File: config.mk
export PLATFORM = sky130hd
export DESIGN_NAME = dcm_clkdv_ps_flat
export DESIGN_NICKNAME = d
export VERILOG_FILES = /design/src/rtl/dcm_clkdv_ps_pkg.sv /design/src/rtl/dcm_clkdv_ps_if.sv /design/src/rtl/dcm_clkdv_ps_ps_ctrl.sv /design/src/rtl/dcm_clkdv_ps.sv /design/src/flat_wrapper.sv
export SDC_FILE = /design/constraint.sdc
export NUM_CORES = 1
export LEC_CHECK = 0
export CORE_MARGIN = 1
export CORE_UTILIZATION = 35
export CTS_CLUSTER_DIAMETER = 30
export DETAILED_ROUTE_END_ITERATION = 7
export PLACE_DENSITY = 0.53
export SYNTH_ARGS = -nofsm -noshare
export SYNTH_HDL_FRONTEND = slang
export SYNTH_HIERARCHICAL = 1
export SYNTH_SLANG_ARGS = --single-unit
File: constraint.sdc
create_clock -name clk2x -period 2.5 [get_ports clk2x]
set_input_delay 0.5 -clock clk2x [delete_from_list [all_inputs] [get_ports clk2x]]
set_output_delay 0.5 -clock clk2x [all_outputs]
set_load 0.1 [all_outputs]
File: src/rtl/dcm_clkdv_ps_pkg.sv
// Shared types and constants for the DCM clock-divide / phase-shift block.
// Lock FSM states, STATUS bit positions and a width helper.
package dcm_sim_pkg;

    typedef enum logic [1:0] {
        WAIT_LOCK,
        COUNT,
        LOCKED
    } lock_st_e;

    localparam int ST_PS_OVF    = 0;
    localparam int ST_LOCK_LOST = 1;

    // Bits needed for a signed value spanning -m..+m.
    function automatic int ps_width(input int m);
        return $clog2(m + 1) + 1;
    endfunction

endpackage

File: src/rtl/dcm_clkdv_ps_if.sv
// Phase-shift request/completion bundle between the DCM wrapper and the
// divider block; the wrapper is master, dcm_clkdv_ps is slave.
interface dcm_clkdv_ps_if #(
    parameter int PS_W = dcm_sim_pkg::ps_width(255)
);
    logic                   psen;
    logic                   psincdec;
    logic                   psdone;
    logic signed [PS_W-1:0] ps_offset;

    modport master (
        output psen,
        output psincdec,
        input  psdone,
        input  ps_offset
    );

    modport slave (
        input  psen,
        input  psincdec,
        output psdone,
        output ps_offset
    );
endinterface

File: src/rtl/dcm_clkdv_ps_ps_ctrl.sv
// Phase-shift engine: accepts one request at a time, applies it one cycle
// later as a divider strobe, saturates the offset and times psdone.
module dcm_ps_ctrl #(
    parameter int PS_MAX     = 255,
    parameter int PS_W       = 9,
    parameter int PS_LATENCY = 3
) (
    input  logic                   clk2x,
    input  logic                   resetb,
    input  logic                   psen_i,
    input  logic                   psincdec_i,
    input  logic                   locked_i,
    input  logic                   lock_ok_i,
    output logic                   psdone_o,
    output logic signed [PS_W-1:0] ps_offset_o,
    output logic                   ovf_o,
    output logic                   step_inc_o,
    output logic                   step_dec_o
);
    localparam int LW = $clog2(PS_LATENCY + 1);
    localparam logic signed [PS_W-1:0] P_HI = PS_W'(PS_MAX);
    localparam logic signed [PS_W-1:0] P_LO = PS_W'(-PS_MAX);

    logic                   busy_q, busy_d;
    logic                   pend_q, pend_d;
    logic                   dir_q, dir_d;
    logic [LW-1:0]          lat_q, lat_d;
    logic                   done_q, done_d;
    logic signed [PS_W-1:0] off_q, off_d;
    logic                   ovf_q, ovf_d;
    logic                   sat;

    // Engine state registers.
    always_ff @(posedge clk2x or negedge resetb) begin
        if (!resetb) begin
            busy_q <= 1'b0;
            pend_q <= 1'b0;
            dir_q  <= 1'b0;
            lat_q  <= '0;
            done_q <= 1'b0;
            off_q  <= '0;
            ovf_q  <= 1'b0;
        end else begin
            busy_q <= busy_d;
            pend_q <= pend_d;
            dir_q  <= dir_d;
            lat_q  <= lat_d;
            done_q <= done_d;
            off_q  <= off_d;
            ovf_q  <= ovf_d;
        end
    end

    // Accept, apply (unless lock is going away), count latency, abort.
    always_comb begin
        sat    = dir_q ? (off_q == P_HI) : (off_q == P_LO);
        busy_d = busy_q;
        pend_d = 1'b0;
        dir_d  = dir_q;
        lat_d  = lat_q;
        done_d = 1'b0;
        off_d  = off_q;
        ovf_d  = ovf_q;
        if (pend_q && lock_ok_i) begin
            if (sat) begin
                ovf_d = 1'b1;
            end else begin
                ovf_d = 1'b0;
                off_d = dir_q ? off_q + 1'b1 : off_q - 1'b1;
            end
        end
        if (busy_q) begin
            if (!lock_ok_i) begin
                busy_d = 1'b0;
            end else if (lat_q == LW'(PS_LATENCY)) begin
                busy_d = 1'b0;
                done_d = 1'b1;
            end else begin
                lat_d = lat_q + 1'b1;
            end
        end else if (psen_i && locked_i) begin
            busy_d = 1'b1;
            pend_d = 1'b1;
            dir_d  = psincdec_i;
            lat_d  = LW'(1);
        end
    end

    assign step_inc_o  = pend_q && dir_q && !sat;
    assign step_dec_o  = pend_q && !dir_q && !sat;
    assign psdone_o    = done_q;
    assign ps_offset_o = off_q;
    assign ovf_o       = ovf_q;

endmodule

File: src/rtl/dcm_clkdv_ps.sv
// Clock divider with lock qualification and phase-shift stepping,
// clocked from the DCM model's internal 2x clock.
module dcm_clkdv_ps
    import dcm_sim_pkg::*;
#(
    parameter int CLKDV_DIVIDE = 2,
    parameter int LOCK_CYCLES  = 16,
    parameter int PS_MAX       = 255,
    parameter int PS_W         = 9,
    parameter int PS_LATENCY   = 3
) (
    input  logic                 clk2x,
    input  logic                 resetb,
    input  logic                 lock_in_i,
    dcm_clkdv_ps_if.slave        ps_if,
    output logic                 clkdv_o,
    output logic                 locked_o,
    output logic [7:0]           status_o
);
    localparam int D  = CLKDV_DIVIDE;
    localparam int DW = $clog2(2 * D);
    localparam int CW = $clog2(LOCK_CYCLES + 1);
    localparam logic [DW:0] TWO_D = (DW + 1)'(2 * D);
    localparam logic [DW:0] D_V   = (DW + 1)'(D);

    lock_st_e      st_q, st_d;
    logic [CW-1:0] run_q, run_d;
    logic          locked_q, locked_d;
    logic          lost_q, lost_d;
    logic [DW-1:0] cnt_q, cnt_d;
    logic          clkdv_q, clkdv_d;
    logic [DW:0]   adv, nxt;
    logic          step_inc, step_dec, ps_ovf;

    // Lock FSM, divider and sticky lock-lost registers.
    always_ff @(posedge clk2x or negedge resetb) begin
        if (!resetb) begin
            st_q     <= WAIT_LOCK;
            run_q    <= '0;
            locked_q <= 1'b0;
            lost_q   <= 1'b0;
            cnt_q    <= '0;
            clkdv_q  <= 1'b0;
        end else begin
            st_q     <= st_d;
            run_q    <= run_d;
            locked_q <= locked_d;
            lost_q   <= lost_d;
            cnt_q    <= cnt_d;
            clkdv_q  <= clkdv_d;
        end
    end

    // Qualify lock_in: a full run of high samples before declaring lock.
    always_comb begin
        st_d   = st_q;
        run_d  = run_q;
        lost_d = lost_q;
        unique case (st_q)
            WAIT_LOCK: begin
                if (lock_in_i) begin
                    st_d  = COUNT;
                    run_d = CW'(1);
                end
            end
            COUNT: begin
                if (!lock_in_i) begin
                    st_d  = WAIT_LOCK;
                    run_d = '0;
                end else if (run_q == CW'(LOCK_CYCLES)) begin
                    st_d = LOCKED;
                end else begin
                    run_d = run_q + 1'b1;
                end
            end
            LOCKED: begin
                if (!lock_in_i) begin
                    st_d   = WAIT_LOCK;
                    run_d  = '0;
                    lost_d = 1'b1;
                end
            end
            default: st_d = WAIT_LOCK;
        endcase
        locked_d = (st_d == LOCKED);
    end

    // Divide counter: hold on increment, skip one on decrement.
    always_comb begin
        adv = (DW + 1)'(1);
        if (step_inc) begin
            adv = '0;
        end else if (step_dec) begin
            adv = (DW + 1)'(2);
        end
        nxt = {1'b0, cnt_q} + adv;
        if (nxt >= TWO_D) begin
            nxt = nxt - TWO_D;
        end
        cnt_d   = '0;
        clkdv_d = 1'b0;
        if (locked_d) begin
            if (locked_q) begin
                cnt_d = nxt[DW-1:0];
            end
            clkdv_d = ({1'b0, cnt_d} < D_V);
        end
    end

    dcm_ps_ctrl #(
        .PS_MAX     (PS_MAX),
        .PS_W       (PS_W),
        .PS_LATENCY (PS_LATENCY)
    ) u_ps (
        .clk2x       (clk2x),
        .resetb      (resetb),
        .psen_i      (ps_if.psen),
        .psincdec_i  (ps_if.psincdec),
        .locked_i    (locked_q),
        .lock_ok_i   (locked_d),
        .psdone_o    (ps_if.psdone),
        .ps_offset_o (ps_if.ps_offset),
        .ovf_o       (ps_ovf),
        .step_inc_o  (step_inc),
        .step_dec_o  (step_dec)
    );

    // Pack the status word.
    always_comb begin
        status_o               = '0;
        status_o[ST_PS_OVF]    = ps_ovf;
        status_o[ST_LOCK_LOST] = lost_q;
    end

    assign clkdv_o  = clkdv_q;
    assign locked_o = locked_q;

endmodule

File: src/flat_wrapper.sv
// flat-port wrapper written by rule: the top's interface ports become plain ports
module dcm_clkdv_ps_flat import dcm_sim_pkg::*;
#(
    parameter int CLKDV_DIVIDE = 2,
    parameter int LOCK_CYCLES  = 16,
    parameter int PS_MAX       = 255,
    parameter int PS_W         = 9,
    parameter int PS_LATENCY   = 3
)
  (clk2x, resetb, lock_in_i, clkdv_o, locked_o, status_o, ps_if_psen, ps_if_psincdec, ps_if_psdone, ps_if_ps_offset);
  dcm_clkdv_ps_if #(.PS_W(PS_W)) ps_if_i ();
  input  logic clk2x;
  input  logic resetb;
  input  logic lock_in_i;
  output logic clkdv_o;
  output logic locked_o;
  output logic [7:0] status_o;
  input wire logic [$bits(ps_if_i.psen)-1:0] ps_if_psen;
  input wire logic [$bits(ps_if_i.psincdec)-1:0] ps_if_psincdec;
  output wire logic [$bits(ps_if_i.psdone)-1:0] ps_if_psdone;
  output wire logic [$bits(ps_if_i.ps_offset)-1:0] ps_if_ps_offset;
  assign ps_if_i.psen = ps_if_psen;
  assign ps_if_i.psincdec = ps_if_psincdec;
  assign ps_if_psdone = ps_if_i.psdone;
  assign ps_if_ps_offset = ps_if_i.ps_offset;
  dcm_clkdv_ps #(.CLKDV_DIVIDE(CLKDV_DIVIDE), .LOCK_CYCLES(LOCK_CYCLES), .PS_MAX(PS_MAX), .PS_W(PS_W), .PS_LATENCY(PS_LATENCY)) u_core (.clk2x(clk2x), .resetb(resetb), .lock_in_i(lock_in_i), .ps_if(ps_if_i), .clkdv_o(clkdv_o), .locked_o(locked_o), .status_o(status_o));
endmodule
## Word-level counts from Yosys, hierarchy flattened

Index checks and enable logic that the tools add are counted.

| operators by class | value |
|---|---|
| $add $sub $neg | 6 |
| equal/unequal tests | 12 |
| bitwise logic cells | 3 |
| $lt $le $gt $ge | 2 |
| mux-type cells | 32 |
| reductions and logical operators | 16 |

Operators by type and width:

| kind | number |
|---|---|
| 2-to-1 mux 2 bit | 14 |
| 2-to-1 mux 5 bit | 4 |
| equality test 9 bit (second input constant) | 2 |
| case mux 5 bit (3 select lines) | 1 |
| 2-to-1 mux 1 bit | 11 |
| adder 9 x 1 -> 9 bit (second input constant) | 1 |
| 2-to-1 mux 9 bit | 1 |
| subtractor 9 x 1 -> 9 bit (second input constant) | 1 |
| equality test 2 bit (second input constant) | 3 |
| logical AND 1 bit | 6 |
| inequality test 2 bit (second input constant) | 3 |
| case mux 2 bit (3 select lines) | 1 |
| AND reduction 2 bit | 3 |
| adder 5 x 1 -> 5 bit (second input constant) | 1 |
| equality test 5 bit (second input constant) | 1 |
| AND reduction 4 bit | 1 |
| adder 2 x 2 -> 3 bit | 1 |
| greater-or-equal comparator 3 bit (second input constant) | 1 |
| inequality test 3 bit (second input constant) | 1 |
| NOT 1 bit | 3 |
| AND reduction 3 bit | 1 |
| nonzero test 3 bit | 1 |
| adder 2 x 1 -> 2 bit (second input constant) | 1 |
| equality test 2 x 1 -> 1 bit (second input constant) | 1 |
| 6 further kinds | 7 |

| word-level totals | value |
|---|---|
| bits of input ports | 5 |
| bits in registers | 28 |

## Depth between registers and ports, before layout

| logic depth | value |
|---|---|
| word-level depth | 13 |
| gate-level depth with buffers | 12 |
| depth with buffers taken out | 12 |

## Modules after synthesis

Netlist, hierarchy kept.

Modules (own cells, without submodules):

| module | area an instance (um^2) | times used | cells each |
|---|---|---|---|
| dcm_ps_ctrl | 950.9 | 1 | 95 |
| dcm_clkdv_ps | 850.8 | 1 | 86 |

## Worst setup path before layout

No wires, ideal clock.

| path | value |
|---|---|
| path kind | register to register |
| start point | register u_core.u_ps.off_q[5] (netlist: u_core/u_ps/ps_offset_o[5]) |
| end point | register u_core.cnt_q[1] |
| stages on the path, launching flop included | 11 |
| setup time | 122 ps |
| path buffers | 0 |
| clock period less this slack | 2751 ps |
| path slack | -251 ps |
| data required time | 2378 ps |
| data arrival time | 2628 ps |
| cells stage by stage | dfrtp_1 > ha_1 > nand4_1 > or3_4 > nand2_1 > nor2_1 > nor2_1 > ha_1 > xnor2_1 > xnor2_1 > and3_1 |

| on the way | value |
|---|---|
| elaborated cells between the ends (all ways) | 15 |
| classes of those cells | add/sub (2); order compare (1); eq/ne (2); mux (7); reduce/logical (3) |

RTL lines:

| element | line | source |
|---|---|---|
| from (decl) | dcm_clkdv_ps_ps_ctrl.sv:29 | `logic signed [PS_W-1:0] off_q, off_d;` |
| from (signal assigned) | dcm_clkdv_ps_ps_ctrl.sv:41 | `off_q <= '0;` |
| from (signal assigned) | dcm_clkdv_ps_ps_ctrl.sv:49 | `off_q <= off_d;` |
| equality test 9 bit | dcm_clkdv_ps_ps_ctrl.sv:56 | `sat = dir_q ? (off_q == P_HI) : (off_q == P_LO);` |
| 2-to-1 mux 1 bit (*) | dcm_clkdv_ps_ps_ctrl.sv:56 |  |
| logical NOT 1 bit (*) | dcm_clkdv_ps_ps_ctrl.sv:89 | `assign step_inc_o = pend_q && dir_q && !sat;` |
| logical AND 1 bit (*) | dcm_clkdv_ps_ps_ctrl.sv:89 |  |
| net u_core.step_inc | dcm_clkdv_ps.sv:33 | `logic step_inc, step_dec, ps_ovf;` |
| 2-to-1 mux 2 bit (*) | dcm_clkdv_ps.sv:91 | `if (step_inc) begin` |
| adder 2 x 2 -> 3 bit (*) | dcm_clkdv_ps.sv:96 | `nxt = {1'b0, cnt_q} + adv;` |
| greater-or-equal comparator 3 bit / subtractor 2 x 1 -> 2 bit (equally long branches) | dcm_clkdv_ps.sv:97, dcm_clkdv_ps.sv:98 |  |
| 2-to-1 mux 2 bit (*) | dcm_clkdv_ps.sv:97 | `if (nxt >= TWO_D) begin` |
| 2-to-1 mux 2 bit (*) | dcm_clkdv_ps.sv:103 | `if (locked_q) begin` |
| 2-to-1 mux 2 bit (*) (2 in a row) | dcm_clkdv_ps.sv:102 | `if (locked_d) begin` |
| net u_core.cnt_d[1] | dcm_clkdv_ps.sv:30 | `logic [DW-1:0] cnt_q, cnt_d;` |
| to (signal assigned) | dcm_clkdv_ps.sv:49 | `cnt_q <= cnt_d;` |
| to (decl) | dcm_clkdv_ps.sv:30 |  |

Mark *: on every way through the listed nets, which the timed path passes. The rest lies on a longest branch. The select of a mux whose other input is x is not followed.
A chain may end at the register's enable or synchronous reset.

## Worst setup path in the final report

| path | value |
|---|---|
| start point | register u_core.u_ps.dir_q |
| end point | register u_core.cnt_q[1] |

| on the way | value |
|---|---|
| elaborated cells between the ends (all ways) | 16 |
| classes of those cells | add/sub (2); order compare (1); mux (7); reduce/logical (6) |

RTL lines:

| element | line | source |
|---|---|---|
| from (decl) | dcm_clkdv_ps_ps_ctrl.sv:26 | `logic dir_q, dir_d;` |
| from (signal assigned) | dcm_clkdv_ps_ps_ctrl.sv:46 | `dir_q <= dir_d;` |
| 2-to-1 mux 1 bit | dcm_clkdv_ps_ps_ctrl.sv:56 |  |
| logical NOT 1 bit | dcm_clkdv_ps_ps_ctrl.sv:89 |  |
| logical AND 1 bit (*) | dcm_clkdv_ps_ps_ctrl.sv:89 |  |
| net u_core.step_inc | dcm_clkdv_ps.sv:33 |  |
| 2-to-1 mux 2 bit (*) | dcm_clkdv_ps.sv:91 |  |
| adder 2 x 2 -> 3 bit (*) | dcm_clkdv_ps.sv:96 |  |
| greater-or-equal comparator 3 bit / subtractor 2 x 1 -> 2 bit (equally long branches) | dcm_clkdv_ps.sv:97, dcm_clkdv_ps.sv:98 |  |
| 2-to-1 mux 2 bit (*) | dcm_clkdv_ps.sv:97 |  |
| 2-to-1 mux 2 bit (*) | dcm_clkdv_ps.sv:103 |  |
| 2-to-1 mux 2 bit (*) (2 in a row) | dcm_clkdv_ps.sv:102 |  |
| net u_core.cnt_d[1] | dcm_clkdv_ps.sv:30 |  |

Marks and branches as above.

==> flow_metrics.tcl <==
set metrics [dict create \
    synth.avg_cell_area_sq_um 9.95 \
    ys_ff_latch 28 \
    synthToLayoutAreaGrowth_pct 25.9 \
    synth-seq-area-share_pct 38.9 \
    cts_hold_buf 0 \
    start_kind "flip-flop" \
    worstPathMaxFanout 7 \
    core_sq_mm 0.00485 \
    synth.most_common_cell "dfrtp_1" \
    synth_commonest_cells "dfrtp_1 (28), ha_1 (16), nand2_1 (16)" \
    worstSkewPairLatency_ns 0.28 \
    power.density_mw_per_mm2 540 \
    multi_input_area_sq_mm 0.00108 \
    fin_area_sq_mm 0.00227 \
    ir_drop_mv 0.324 \
    synth_top_area_share_pct 38.9 \
    die_area_sq_mm 0.00544 \
    power_frac_seq_pct 42.0 \
    path_buf_inv 2 \
    min_period_ns 2.45 \
    drt_iter0_markers 64 \
    path_cells "clkinvlp_4 -> buf_12 -> ha_4 -> nand4_1 -> or3_4 -> nand2_2 -> nor2_2 -> nor2_1 -> ha_2 -> xnor2_2 -> xnor2_1 -> and3_1" \
    h-tree-depth 1 \
    p_int_mw 0.784 \
    period_share_pct 97.8 \
    rsz0062_at_grt "yes" \
    dp.cells 274 \
    fin_cells 280 \
    fin_skew_ns 0.00773 \
    hold_viol 0 \
    syn_inst 181 \
    routed_wl_mm 3.74 \
    ioPinCount 25 \
    post-place-ws_ns 0.0730 \
    grt_pass1_wl_mm 6.09 \
    root_buffer "clkbuf_8" \
    worst_path_max_delay_cell "or3_4" \
    slowest_delay_ns 0.43 \
    path_delay_family "simple AND/OR/NAND/NOR gates" \
    maxCapViolCount 0 \
    combPwrFrac_pct 34.0 \
    timing.fmax_mhz 409 \
    start_util_pct 37.2 \
    place.gp.congestion 0.854 \
    ys_top_cells_by_area "dfrtp_1 (39%), ha_1 (11%), buf_4 (4.2%), o21ai_0 (3.9%), xnor2_1 (3.4%)" \
    grt_max_degree 29 \
    dieWidth_microns 73.8 \
    async_reset_ff_share_pct 100 \
    vias_per_cell 5.02 \
    status "finished clean" \
    finalNetCount 236 \
    p_leak_nw 0.989 \
    drive_gt1_share_pct 31.5 \
    yosysTopAreaCell "dfrtp_1" \
    cts.sinks 28 \
    required_ns 2.73 \
    clock_path_buffers 2 \
    setup_violations 0 \
    cts_tree "built" \
    synth_edf_count 0 \
    fp-row-count 25 \
    vias 1405 \
    critPathArrivalTime_ns 2.67 \
    n_antenna_cell 0 \
    path_clk_slew_ns 0.10 \
    drcViolationCount 0 \
    antenna_left 0 \
    gr-total-overflow 0 \
    dr.pass1.iters 4 \
    setup_slack_ns 0.0542 \
    placed_area_sq_mm 0.00209 \
    avgRoutedWirePerCell_microns 13.4 \
    netSwitchingFraction_pct 36.0 \
    antenna_found_initial 0 \
    seq_area_sq_um 713 \
    grtUsageTotal_pct 14.6 \
    finalMaxSlewViolations 0 \
    port_buffers 18 \
    hold_path_class "flip-flop to flip-flop" \
    netlist_area_sq_mm 0.00180 \
    p_switching_mw 0.442 \
    ys.flop_type "dfrtp_1" \
    die_h_microns 73.8 \
    cts_buffers 3 \
    netlist-cell-type-count 48 \
    hpwl_mm 2.74 \
    crit_path_end_kind "flip-flop" \
    n_fill_cell 462 \
    clockPowerShare_pct 23.9 \
    worst_hold_slack_ns 0.478 \
    grt_pass1_vias 1396 \
    critical_path_class "flip-flop to flip-flop" \
    synth_warnings 6 \
]
[cell type report]
cell class,instances,area share [%]
clock buffers,4,2.43
inverters,8,1.49
multi-input cells,138,47.8
flip-flops and latches,28,31.4
well taps,67,3.70
repair buffers,35,13.1
[cell families (layout without fill, tap and decap cells)]
kind of cell | after synthesis | in the layout | share of synthesized area, %
AND/OR/NAND/NOR | 56 | 56 | 16.7
AO/OA/AOI/OAI | 45 | 45 | 17.2
other | 1 | 6 | 0.208
buffers and inverters | 20 | 47 | 7.08
XOR/XNOR | 11 | 11 | 5.35
flip-flops | 28 | 28 | 38.9
adder cells (fa/ha/maj) | 17 | 17 | 12.2
multiplexers | 3 | 3 | 2.36
[cells in the final DEF (no fill, tap or decap), drive strengths merged, types with 2 or more instances in the layout]
master | Yosys | routed
a211oi | 2 | 2
a21o | 3 | 3
a21oi | 9 | 9
a31oi | 3 | 3
and3 | 3 | 3
buf | 12 | 31
clkbuf | 0 | 4
clkdlybuf4s50 | 0 | 4
conb | 1 | 6
dfrtp | 28 | 28
ha | 16 | 16
inv | 8 | 7
mux2i | 3 | 3
nand2 | 17 | 17
nand2b | 2 | 2
nand3 | 7 | 7
nand4 | 2 | 2
nor2 | 14 | 14
nor2b | 2 | 2
nor3b | 2 | 2
o21ai | 15 | 15
o31ai | 3 | 3
or3 | 2 | 2
xnor2 | 7 | 7
xor2 | 4 | 4
[power groups by stage]
stage,clock network [mW],registers [mW],logic [mW]
floorplan,0,0.517,0.330
global placement,0,0.522,0.391
detailed placement,0,0.524,0.400
CTS,0.310,0.514,0.401
global route,0.324,0.520,0.457
finish,0.293,0.515,0.417
[stage by stage]
| step | power, mW | setup TNS, ns | util [%] |
|---|---|---|---|
| 2_1_floorplan | 0.847 | 0 | - |
| 3_3_place_gp | 0.913 | 0 | 43.1 |
| 3_5_place_dp | 0.924 | 0 | 43.1 |
| 4_1_cts | 1.23 | 0 | 44.2 |
| 5_1_grt | 1.30 | -0.104 | 46.8 |
| 6_report | 1.23 | 0 | 46.8 |
[repair_timing]
action                                  CTS  global route
buffers inserted                          0             2
endpoints found under the setup margin    0             2
gates resized for setup                   0            13
[per-layer routing]
layer / wire, microns / vias to the layer above / global-route usage (%)
met2: 1950 / 27 / 27.2
met3: 107 / 6 / 2.88
li1: - / 689 / -
met1: 1640 / 683 / 16.8
met4: 34 / 0 / 3.85
met5: 0 / - / 0
[worst reg2reg max path: stages, from the launching register on]
cell and delay (ns):
dfrtp_1 0.40, clkinvlp_4 0.12, buf_12 0.16, ha_4 0.27
nand4_1 0.12, or3_4 0.43, nand2_2 0.10, nor2_2 0.04
nor2_1 0.12, ha_2 0.20, xnor2_2 0.11, xnor2_1 0.15
and3_1 0.18
[state kept, by name (all words and copies together), names as in the netlist]
| register | flops |
|---|---|
| u_core/run_q | 5 |
| u_core/u_ps/ovf_o | 1 |
| u_core/clkdv_o | 1 |
| u_core/u_ps/pend_q | 1 |
| u_core/st_q | 2 |
| u_core/u_ps/psdone_o | 1 |
| u_core/u_ps/ps_offset_o | 9 |
| u_core/cnt_q | 2 |
| u_core/u_ps/dir_q | 1 |
| u_core/u_ps/lat_q | 2 |
| u_core/lost_q | 1 |
| u_core/locked_o | 1 |
| u_core/u_ps/busy_q | 1 |
[final timing paths]
path	startpoint	end	slack (ns)	depth (start not counted)
max	u_core/u_ps/dir_q	u_core/cnt_q[1]	0.05	12
min	u_core/lost_q	u_core/lost_q	0.48	1
max reg2reg	u_core/u_ps/dir_q	u_core/cnt_q[1]	0.05	12
min reg2reg	u_core/lost_q	u_core/lost_q	0.48	1
max in group asynchronous	resetb	u_core/u_ps/ps_offset_o[1]	1.61	2
min in group asynchronous	resetb	u_core/u_ps/ps_offset_o[5]	0.59	2
Note: power is estimated with default switching activity, not from simulation.
